$ cat src/rtl/layer_sequencer.sv
// layer_sequencer: steps one convolutional layer pass over the neuron/kernel
// buffers, conv unit and pooling write-back. Per output row it clears the
// accumulators, walks every channel/tap pair, waits out the conv pipeline and
// writes the row back; at layer end it pulses done and flips the ping-pong
// neuron buffers.
module layer_sequencer #(
  parameter int ABuffer  = 11,
  parameter int CW       = 8,
  parameter int CONV_LAT = 2
) (
  input  logic               CLK,
  input  logic               nRST,
  input  logic               start,
  input  logic [CW-1:0]      cfgChannels,
  input  logic [CW-1:0]      cfgRows,
  input  logic [3:0]         cfgTaps,
  input  logic               cfgPool,
  input  logic [ABuffer-1:0] cfgReadBase,
  input  logic [ABuffer-1:0] cfgWriteBase,
  input  logic [ABuffer-1:0] cfgKernelBase,
  output logic               busy,
  output logic               done,
  output logic [ABuffer-1:0] nReadAddress,
  output logic [ABuffer-1:0] kBuffAddress,
  output logic [ABuffer-1:0] nWriteAddress,
  output logic               nWWrite,
  output logic               convAccClear,
  output logic               convAccEnable,
  output logic               doPooling,
  output logic               readBufferSelect
);

  typedef enum logic [2:0] {
    S_IDLE,
    S_CLEAR,
    S_MAC,
    S_DRAIN,
    S_WRITE,
    S_DONE
  } state_t;

  // Last drain count value; unused when the conv pipeline has no latency.
  localparam logic [3:0] DRAIN_LAST = 4'((CONV_LAT > 0) ? CONV_LAT - 1 : 0);

  state_t             state_reg;
  logic [CW-1:0]      chans_reg;
  logic [CW-1:0]      rows_reg;
  logic [3:0]         taps_reg;
  logic               pool_reg;
  logic [ABuffer-1:0] write_base_reg;
  logic [ABuffer-1:0] kernel_base_reg;
  logic [ABuffer-1:0] stride_reg;    // channel stride R+T-1
  logic [ABuffer-1:0] row_base_reg;  // readBase + r
  logic [ABuffer-1:0] chan_ptr_reg;  // readBase + c*S + r
  logic [CW-1:0]      r_reg;
  logic [CW-1:0]      c_reg;
  logic [3:0]         t_reg;
  logic [3:0]         drain_reg;

  logic               degenerate;
  logic               write_hit;
  logic [ABuffer-1:0] write_addr;

  // Write-back decision for the current row and zero-size config detection.
  // Address sums wrap modulo 2^ABuffer, so computing them directly at
  // ABuffer bits gives the same truncated result as a wider sum.
  always_comb begin
    degenerate = (cfgChannels == '0) || (cfgRows == '0) || (cfgTaps == 4'd0);
    write_hit  = pool_reg ? r_reg[0] : 1'b1;
    write_addr = write_base_reg +
                 (pool_reg ? ABuffer'(r_reg >> 1) : ABuffer'(r_reg));
  end

  // Sequencer FSM with registered datapath controls; addresses are advanced
  // incrementally so no multipliers are needed.
  always_ff @(posedge CLK or negedge nRST) begin
    if (!nRST) begin
      state_reg        <= S_IDLE;
      chans_reg        <= '0;
      rows_reg         <= '0;
      taps_reg         <= '0;
      pool_reg         <= 1'b0;
      write_base_reg   <= '0;
      kernel_base_reg  <= '0;
      stride_reg       <= '0;
      row_base_reg     <= '0;
      chan_ptr_reg     <= '0;
      r_reg            <= '0;
      c_reg            <= '0;
      t_reg            <= '0;
      drain_reg        <= '0;
      busy             <= 1'b0;
      done             <= 1'b0;
      nReadAddress     <= '0;
      kBuffAddress     <= '0;
      nWriteAddress    <= '0;
      nWWrite          <= 1'b0;
      convAccClear     <= 1'b0;
      convAccEnable    <= 1'b0;
      doPooling        <= 1'b0;
      readBufferSelect <= 1'b0;
    end else begin
      case (state_reg)
        S_IDLE: begin
          if (start) begin
            chans_reg       <= cfgChannels;
            rows_reg        <= cfgRows;
            taps_reg        <= cfgTaps;
            pool_reg        <= cfgPool;
            write_base_reg  <= cfgWriteBase;
            kernel_base_reg <= cfgKernelBase;
            stride_reg      <= ABuffer'(cfgRows) + ABuffer'(cfgTaps) - ABuffer'(1);
            row_base_reg    <= cfgReadBase;
            r_reg           <= '0;
            busy            <= 1'b1;
            doPooling       <= cfgPool;
            if (degenerate) begin
              state_reg <= S_DONE;
              done      <= 1'b1;
            end else begin
              state_reg    <= S_CLEAR;
              convAccClear <= 1'b1;
            end
          end
        end

        S_CLEAR: begin
          convAccClear  <= 1'b0;
          convAccEnable <= 1'b1;
          nReadAddress  <= row_base_reg;
          chan_ptr_reg  <= row_base_reg;
          kBuffAddress  <= kernel_base_reg;
          c_reg         <= '0;
          t_reg         <= '0;
          state_reg     <= S_MAC;
        end

        S_MAC: begin
          if (t_reg != taps_reg - 4'd1) begin
            // next tap of the same channel: both addresses step by one
            t_reg        <= t_reg + 4'd1;
            nReadAddress <= nReadAddress + ABuffer'(1);
            kBuffAddress <= kBuffAddress + ABuffer'(1);
          end else if (c_reg != chans_reg - CW'(1)) begin
            // next channel: jump read pointer by one channel stride
            c_reg        <= c_reg + CW'(1);
            t_reg        <= 4'd0;
            chan_ptr_reg <= chan_ptr_reg + stride_reg;
            nReadAddress <= chan_ptr_reg + stride_reg;
            kBuffAddress <= kBuffAddress + ABuffer'(1);
          end else begin
            convAccEnable <= 1'b0;
            if (CONV_LAT == 0) begin
              state_reg <= S_WRITE;
              nWWrite   <= write_hit;
              if (write_hit) nWriteAddress <= write_addr;
            end else begin
              state_reg <= S_DRAIN;
              drain_reg <= DRAIN_LAST;
            end
          end
        end

        S_DRAIN: begin
          if (drain_reg == 4'd0) begin
            state_reg <= S_WRITE;
            nWWrite   <= write_hit;
            if (write_hit) nWriteAddress <= write_addr;
          end else begin
            drain_reg <= drain_reg - 4'd1;
          end
        end

        S_WRITE: begin
          nWWrite <= 1'b0;
          if (r_reg != rows_reg - CW'(1)) begin
            r_reg        <= r_reg + CW'(1);
            row_base_reg <= row_base_reg + ABuffer'(1);
            convAccClear <= 1'b1;
            state_reg    <= S_CLEAR;
          end else begin
            done      <= 1'b1;
            state_reg <= S_DONE;
          end
        end

        S_DONE: begin
          done             <= 1'b0;
          busy             <= 1'b0;
          doPooling        <= 1'b0;
          readBufferSelect <= ~readBufferSelect;
          state_reg        <= S_IDLE;
        end

        default: state_reg <= S_IDLE;
      endcase
    end
  end

endmodule

$ cat config.mk
export PLATFORM = sky130hd
export DESIGN_NAME = layer_sequencer
export DESIGN_NICKNAME = d
export VERILOG_FILES = /design/src/rtl/layer_sequencer.sv
export SDC_FILE = /design/constraint.sdc
export NUM_CORES = 1
export LEC_CHECK = 0
export CORE_MARGIN = 2
export CORE_UTILIZATION = 45
export DETAILED_ROUTE_END_ITERATION = 10
export PLACE_DENSITY_LB_ADDON = 0.1
export SLEW_MARGIN = 20
export SYNTH_ARGS = -nofsm -noshare
export SYNTH_HDL_FRONTEND = slang
export SYNTH_SLANG_ARGS = --single-unit
$ cat constraint.sdc
create_clock -name CLK -period 6.3 [get_ports CLK]
set_input_delay 0.63 -clock CLK [delete_from_list [all_inputs] [get_ports CLK]]
set_output_delay 0.63 -clock CLK [all_outputs]
set_load 0.02 [all_outputs]
# Yosys cells after proc, flatten, opt, wreduce, memory -nomap -nowiden
# Cells that the tools add are included.
# classes
mux	50
n_addsub	14
reduce_logical	26
bitwise_logic	1
n_eq_ne	19
# ops
operator	count
one-hot mux 11 bit (2 select lines)	4
2-to-1 mux 11 bit	7
2-to-1 mux 8 bit	5
adder 11 x 1 -> 11 bit (second input constant)	3
one-hot mux 8 bit (2 select lines)	2
2-to-1 mux 4 bit	5
!= test 2 bit (second input constant)	10
2-to-1 mux 3 bit	6
adder 8 x 1 -> 8 bit (second input constant)	2
logical NOT 8 bit	2
!= test 8 bit	2
one-hot mux 4 bit (2 select lines)	2
AND reduction 4 bit	4
subtractor 8 x 1 -> 8 bit (second input constant)	2
one-hot mux 3 bit (5 select lines)	1
2-to-1 mux 1 bit	12
AND reduction 3 bit	4
adder 11 bit	1
adder 11 x 8 -> 11 bit	1
nonzero test 2 bit	5
subtractor 9 x 1 -> 10 bit (second input constant)	1
adder 8 x 4 -> 9 bit	1
logical NOT 4 bit	2
one-hot mux 1 bit (2 select lines)	4
13 further kinds	22
# totals
word_cells	134
inputBits	57
out_inout_bits	40
regBits	143

# Depth between registers and ports, before layout
# logic_depth
depth_word	6
mapped_depth	13
depth_no_buf	13

# Least setup slack after synthesis
# OpenSTA, ideal clock, no wires.
# synth_timing
path_type	register -> register
startpoint	register pool_reg
endpoint	register nWriteAddress[10]
synth_period_minus_slack_ns	2.464
path_buffers	1
path_slack_ns	3.836
path_stages_with_launch	14
required_ns	6.166
setup_time_ns	0.134
arrival_time_ns	2.330
cell_sequence	dfrtp_1 > clkbuf_1 > nand2_1 > o21ai_0 > ha_1 > inv_1 > fa_1 > nor2b_1 > o21ai_0 > a21oi_1 > o21ai_0 > a211oi_1 > xnor2_1 > o21ai_0
# synth_between
elab_chain_cells	2
word_cells_on_any_way	4
classes_between	add/sub (1); mux (2); reduce/logical (1)
# synth_lines
item	line_no	rtl
start, declared	49	logic pool_reg;
start signal, assigned	109	pool_reg <= cfgPool;
2-to-1 mux 8 bit or 2-to-1 mux 1 bit (tied branches)	71, 69	
adder 11 x 8 -> 11 bit or AND reduction 3 bit (tied branches)	n/a	
end signal, assigned	156	if (write_hit) nWriteAddress <= write_addr;
end signal, assigned	168	if (write_hit) nWriteAddress <= write_addr;
end, declared	25	output logic [ABuffer-1:0] nWriteAddress,
# Several ways; a longest one is shown, not always the timed one.
# A chain may end at the register's enable or synchronous reset.

# Final worst setup path
# layout_timing
startpoint	register chans_reg[0]
endpoint	register kBuffAddress[2]
# layout_between
elab_chain_cells	4
# layout_lines
item	line_no	rtl
start, declared	46	logic [CW-1:0] chans_reg;
start signal, assigned	106	chans_reg <= cfgChannels;
subtractor 8 x 1 -> 8 bit	144	end else if (c_reg != chans_reg - CW'(1)) begin
!= test 8 bit	144	
!= test 3 bit (no source line)	n/a	
AND reduction 2 bit (no source line)	n/a	
end signal, assigned	132	kBuffAddress <= kernel_base_reg;
end signal, assigned	143	kBuffAddress <= kBuffAddress + ABuffer'(1);
end signal, assigned	150	kBuffAddress <= kBuffAddress + ABuffer'(1);
end, declared	24	output logic [ABuffer-1:0] kBuffAddress,
# Every way passes these cells.

==> flow_summary.ini <==
[timing]
period_share_pct = 47.4
slew_viol_final = 0
worst_pin_slew_ns = 1.12
finalHoldViolCount = 0
skew_ns = 0.00732
finalSetupViolations = 0
finalSetupTns_ns = 0
layout_setup_ws_ns = 3.31
fin_crit_ns = 2.99
relSlewSlack_pct = 24.9
fmax_mhz = 335
rsz0062_at_grt = no

[synth]
syn_inst = 915
synthAdderAreaFrac_pct = 6.94
syn_nets = 1018
synth_top_family_by_area = compound AO/OA/AOI/OAI gates
ys_seq_area_share_pct = 41.2
synth_xor_area_share_pct = 6.16
ys_seq_elements = 142
synth.yosys.warnings = 0
synth_cell_types = 76
yosys.area_share.simple_pct = 16.4
async_flop_share_pct = 100
synth_ff_type = dfrtp_1
syn_area_um2 = 8610
syn_area_per_cell_um2 = 9.41
synth_compound_area_share_pct = 17.6
synth.area.mux_share_pct = 7.35
synth-edff-count = 0

[worst_setup_path]
critPathMaxStageDelay_ns = 0.61
rr_endpoint = kBuffAddress[2]
reg2reg_from = chans_reg[0]
reg2reg_slack_ns = 3.31
worstSetupStartpoint = chans_reg[0]
required_ns = 6.59
reg2reg_depth = 9
crit_fanout = 20
critical_path_class = reg2reg
crit_chain = inv_1, ha_1, xor2_1, o2111ai_1, nand4bb_1, o21ai_2, buf_4, and2_1, o22ai_1
crit_arrival_ns = 3.27
slowest_stage = nand4bb_1
worstSetupEndpointType = flop
start_kind = flop

[die]
die_y_um = 142
dieArea_um2 = 20300
core_region_area_um2 = 18800
initial_utilization_pct = 45.9
fp-row-count = 50
fp.dieW_um = 142
ios = 97

[global_route]
grt_max_degree = 92
grt_use_total_pct = 22.3
grt_pass1_vias = 6687
overflow = 0
grt_pass1_wl_mm = 35.7
antenna_found_initial = 0

[clock_tree]
htreeDepth = 4
insertion_delay_ns = 0.42
clkSinkCount = 142
ctsRootBufferMaster = clkbuf_16
cts_buffer_depth = 2
cts.clk_slew.worst_paths_ns = 0.06
hold_buffers = 0
cts_setup_buffers = 0
numCtsBuffers = 17
ctsResizeCount = 0
cts_tree = built

[power_and_ir_drop]
peakVddDrop_uv = 225
cellPowerDensity_nw_per_um2 = 552
p_total_mw = 5.70
cellLeakagePower_nw = 4.59

[layout]
nets = 1098
areaGrowthSynthToFinish_pct = 19.8
regArea_um2 = 3550
fillers = 1768
antenna_cells_inserted = 0
drive_gt1_share_pct = 10.8
multiInputGateArea_um2 = 4700

[drt]
vias = 6951
antenna_left = 0
drc = 0
drt_iter0_drc = 380
dr.pass1.iters = 5
wl_per_cell_um = 17.3
routed_wirelength_mm = 21.5
via_per_inst = 5.60

[outcome]
status = complete, no violations

[run]
drv_cap = 0

[placed_design]
gp_congestion = 0.822
hpwl_mm = 15.3
io_buffers = 96
dp_worst_setup_slack_ns = 3.19

[min_path]
min_path_type = in2async
## per-stage QoR
stage | instances | area, µm² | hold slack, ns | utilization [%]
final | 1242 | 10300 | 0.234 | 55.0
after global routing | 1242 | 10300 | 0.280 | 55.0
after CTS | 1242 | 10300 | 0.249 | 55.0
after detailed placement | 1210 | 9730 | 0.465 | 51.8
after global placement | 1210 | 9730 | 0.460 | 51.8
after floorplan | 915 | 8610 | 0.334 | -
## critical path: cells and delay by family, from the launching register on
kind	cells	cell delay [ns]
AOI/OAI and AO/OA	3	0.63
xor gates and xnor gates	1	0.16
adders and majority gates	1	0.30
buffers and inverters	2	0.35
DFF	1	0.42
and+or+nand+nor	2	0.98
## cells by family after synthesis
kind of cell	after synthesis
buffers and inverters	88
multiplexers	57
AO/OA/AOI/OAI	243
XOR/XNOR	59
flip-flops	142
adder cells (fa/ha/maj)	46
AND/OR/NAND/NOR	280
## metal layers
layer / vias to the layer above / global-route usage, % / routed length (µm)
met1: 3337 / 31.2 / 10300
li1: 3448 / - / -
met3: 21 / 3.53 / 803
met2: 145 / 35.9 / 10000
met5: - / 0 / 0
met4: 0 / 6.25 / 335
## placed cells by master, fill, tap and decap left out, drive strengths merged, types with 30 or more instances in the layout
cell           instances
clkdlybuf4s50         95
ha                    43
xnor2                 30
a21oi                 55
mux2                  50
nor2                  41
o21ai                 90
dfrtp                142
nand2                107
inv                   46
## area by class of cell
class	instances	area share, %
Clock buffer	22	4.59
Clock inverter	10	1.09
Inverter	46	1.67
Multi-Input combinational cell	685	45.6
Sequential cell	142	34.4
Tap cell	234	2.84
Timing Repair Buffer	103	9.83
## synth_stat cells, types with 7 or more instances
cell      number  area (µm²)
dfrtp_1      142        3550
nand2_1      105         394
o21ai_0       86         430
a21oi_1       54         270
mux2_2        49         552
inv_1         46         173
ha_1          43         538
nor2_1        39         146
xnor2_1       30         263
clkbuf_1      29         109
nand3_1       28         140
xor2_1        28         245
and3_1        23         144
nor3_1        20         100
a31oi_1       15        93.8
a21o_1        13        97.6
o22ai_1       10        62.6
nor2b_1        9        56.3
mux2i_1        7        70.1
o21a_1         7        52.6
or2_2          7        43.8
## power breakdown
group          internal (mW)  total (mW)  switching (mW)
Sequential              1.34        1.83           0.493
Clock                  0.612        1.00           0.389
Combinational           1.32        2.87            1.55
## how the worst max path moves through the flow
stage / endpoint / slack [ns] / cells past startpoint
CTS: kBuffAddress[2] / 3.29 / 10
global placement: stride_reg[9] / 3.23 / 14
finish: kBuffAddress[2] / 3.31 / 9
global route: nReadAddress[4] / 3.10 / 9
floorplan: nWriteAddress[10] / 3.84 / 13
detailed placement: stride_reg[9] / 3.19 / 14
(Power assumes the default switching activity.)
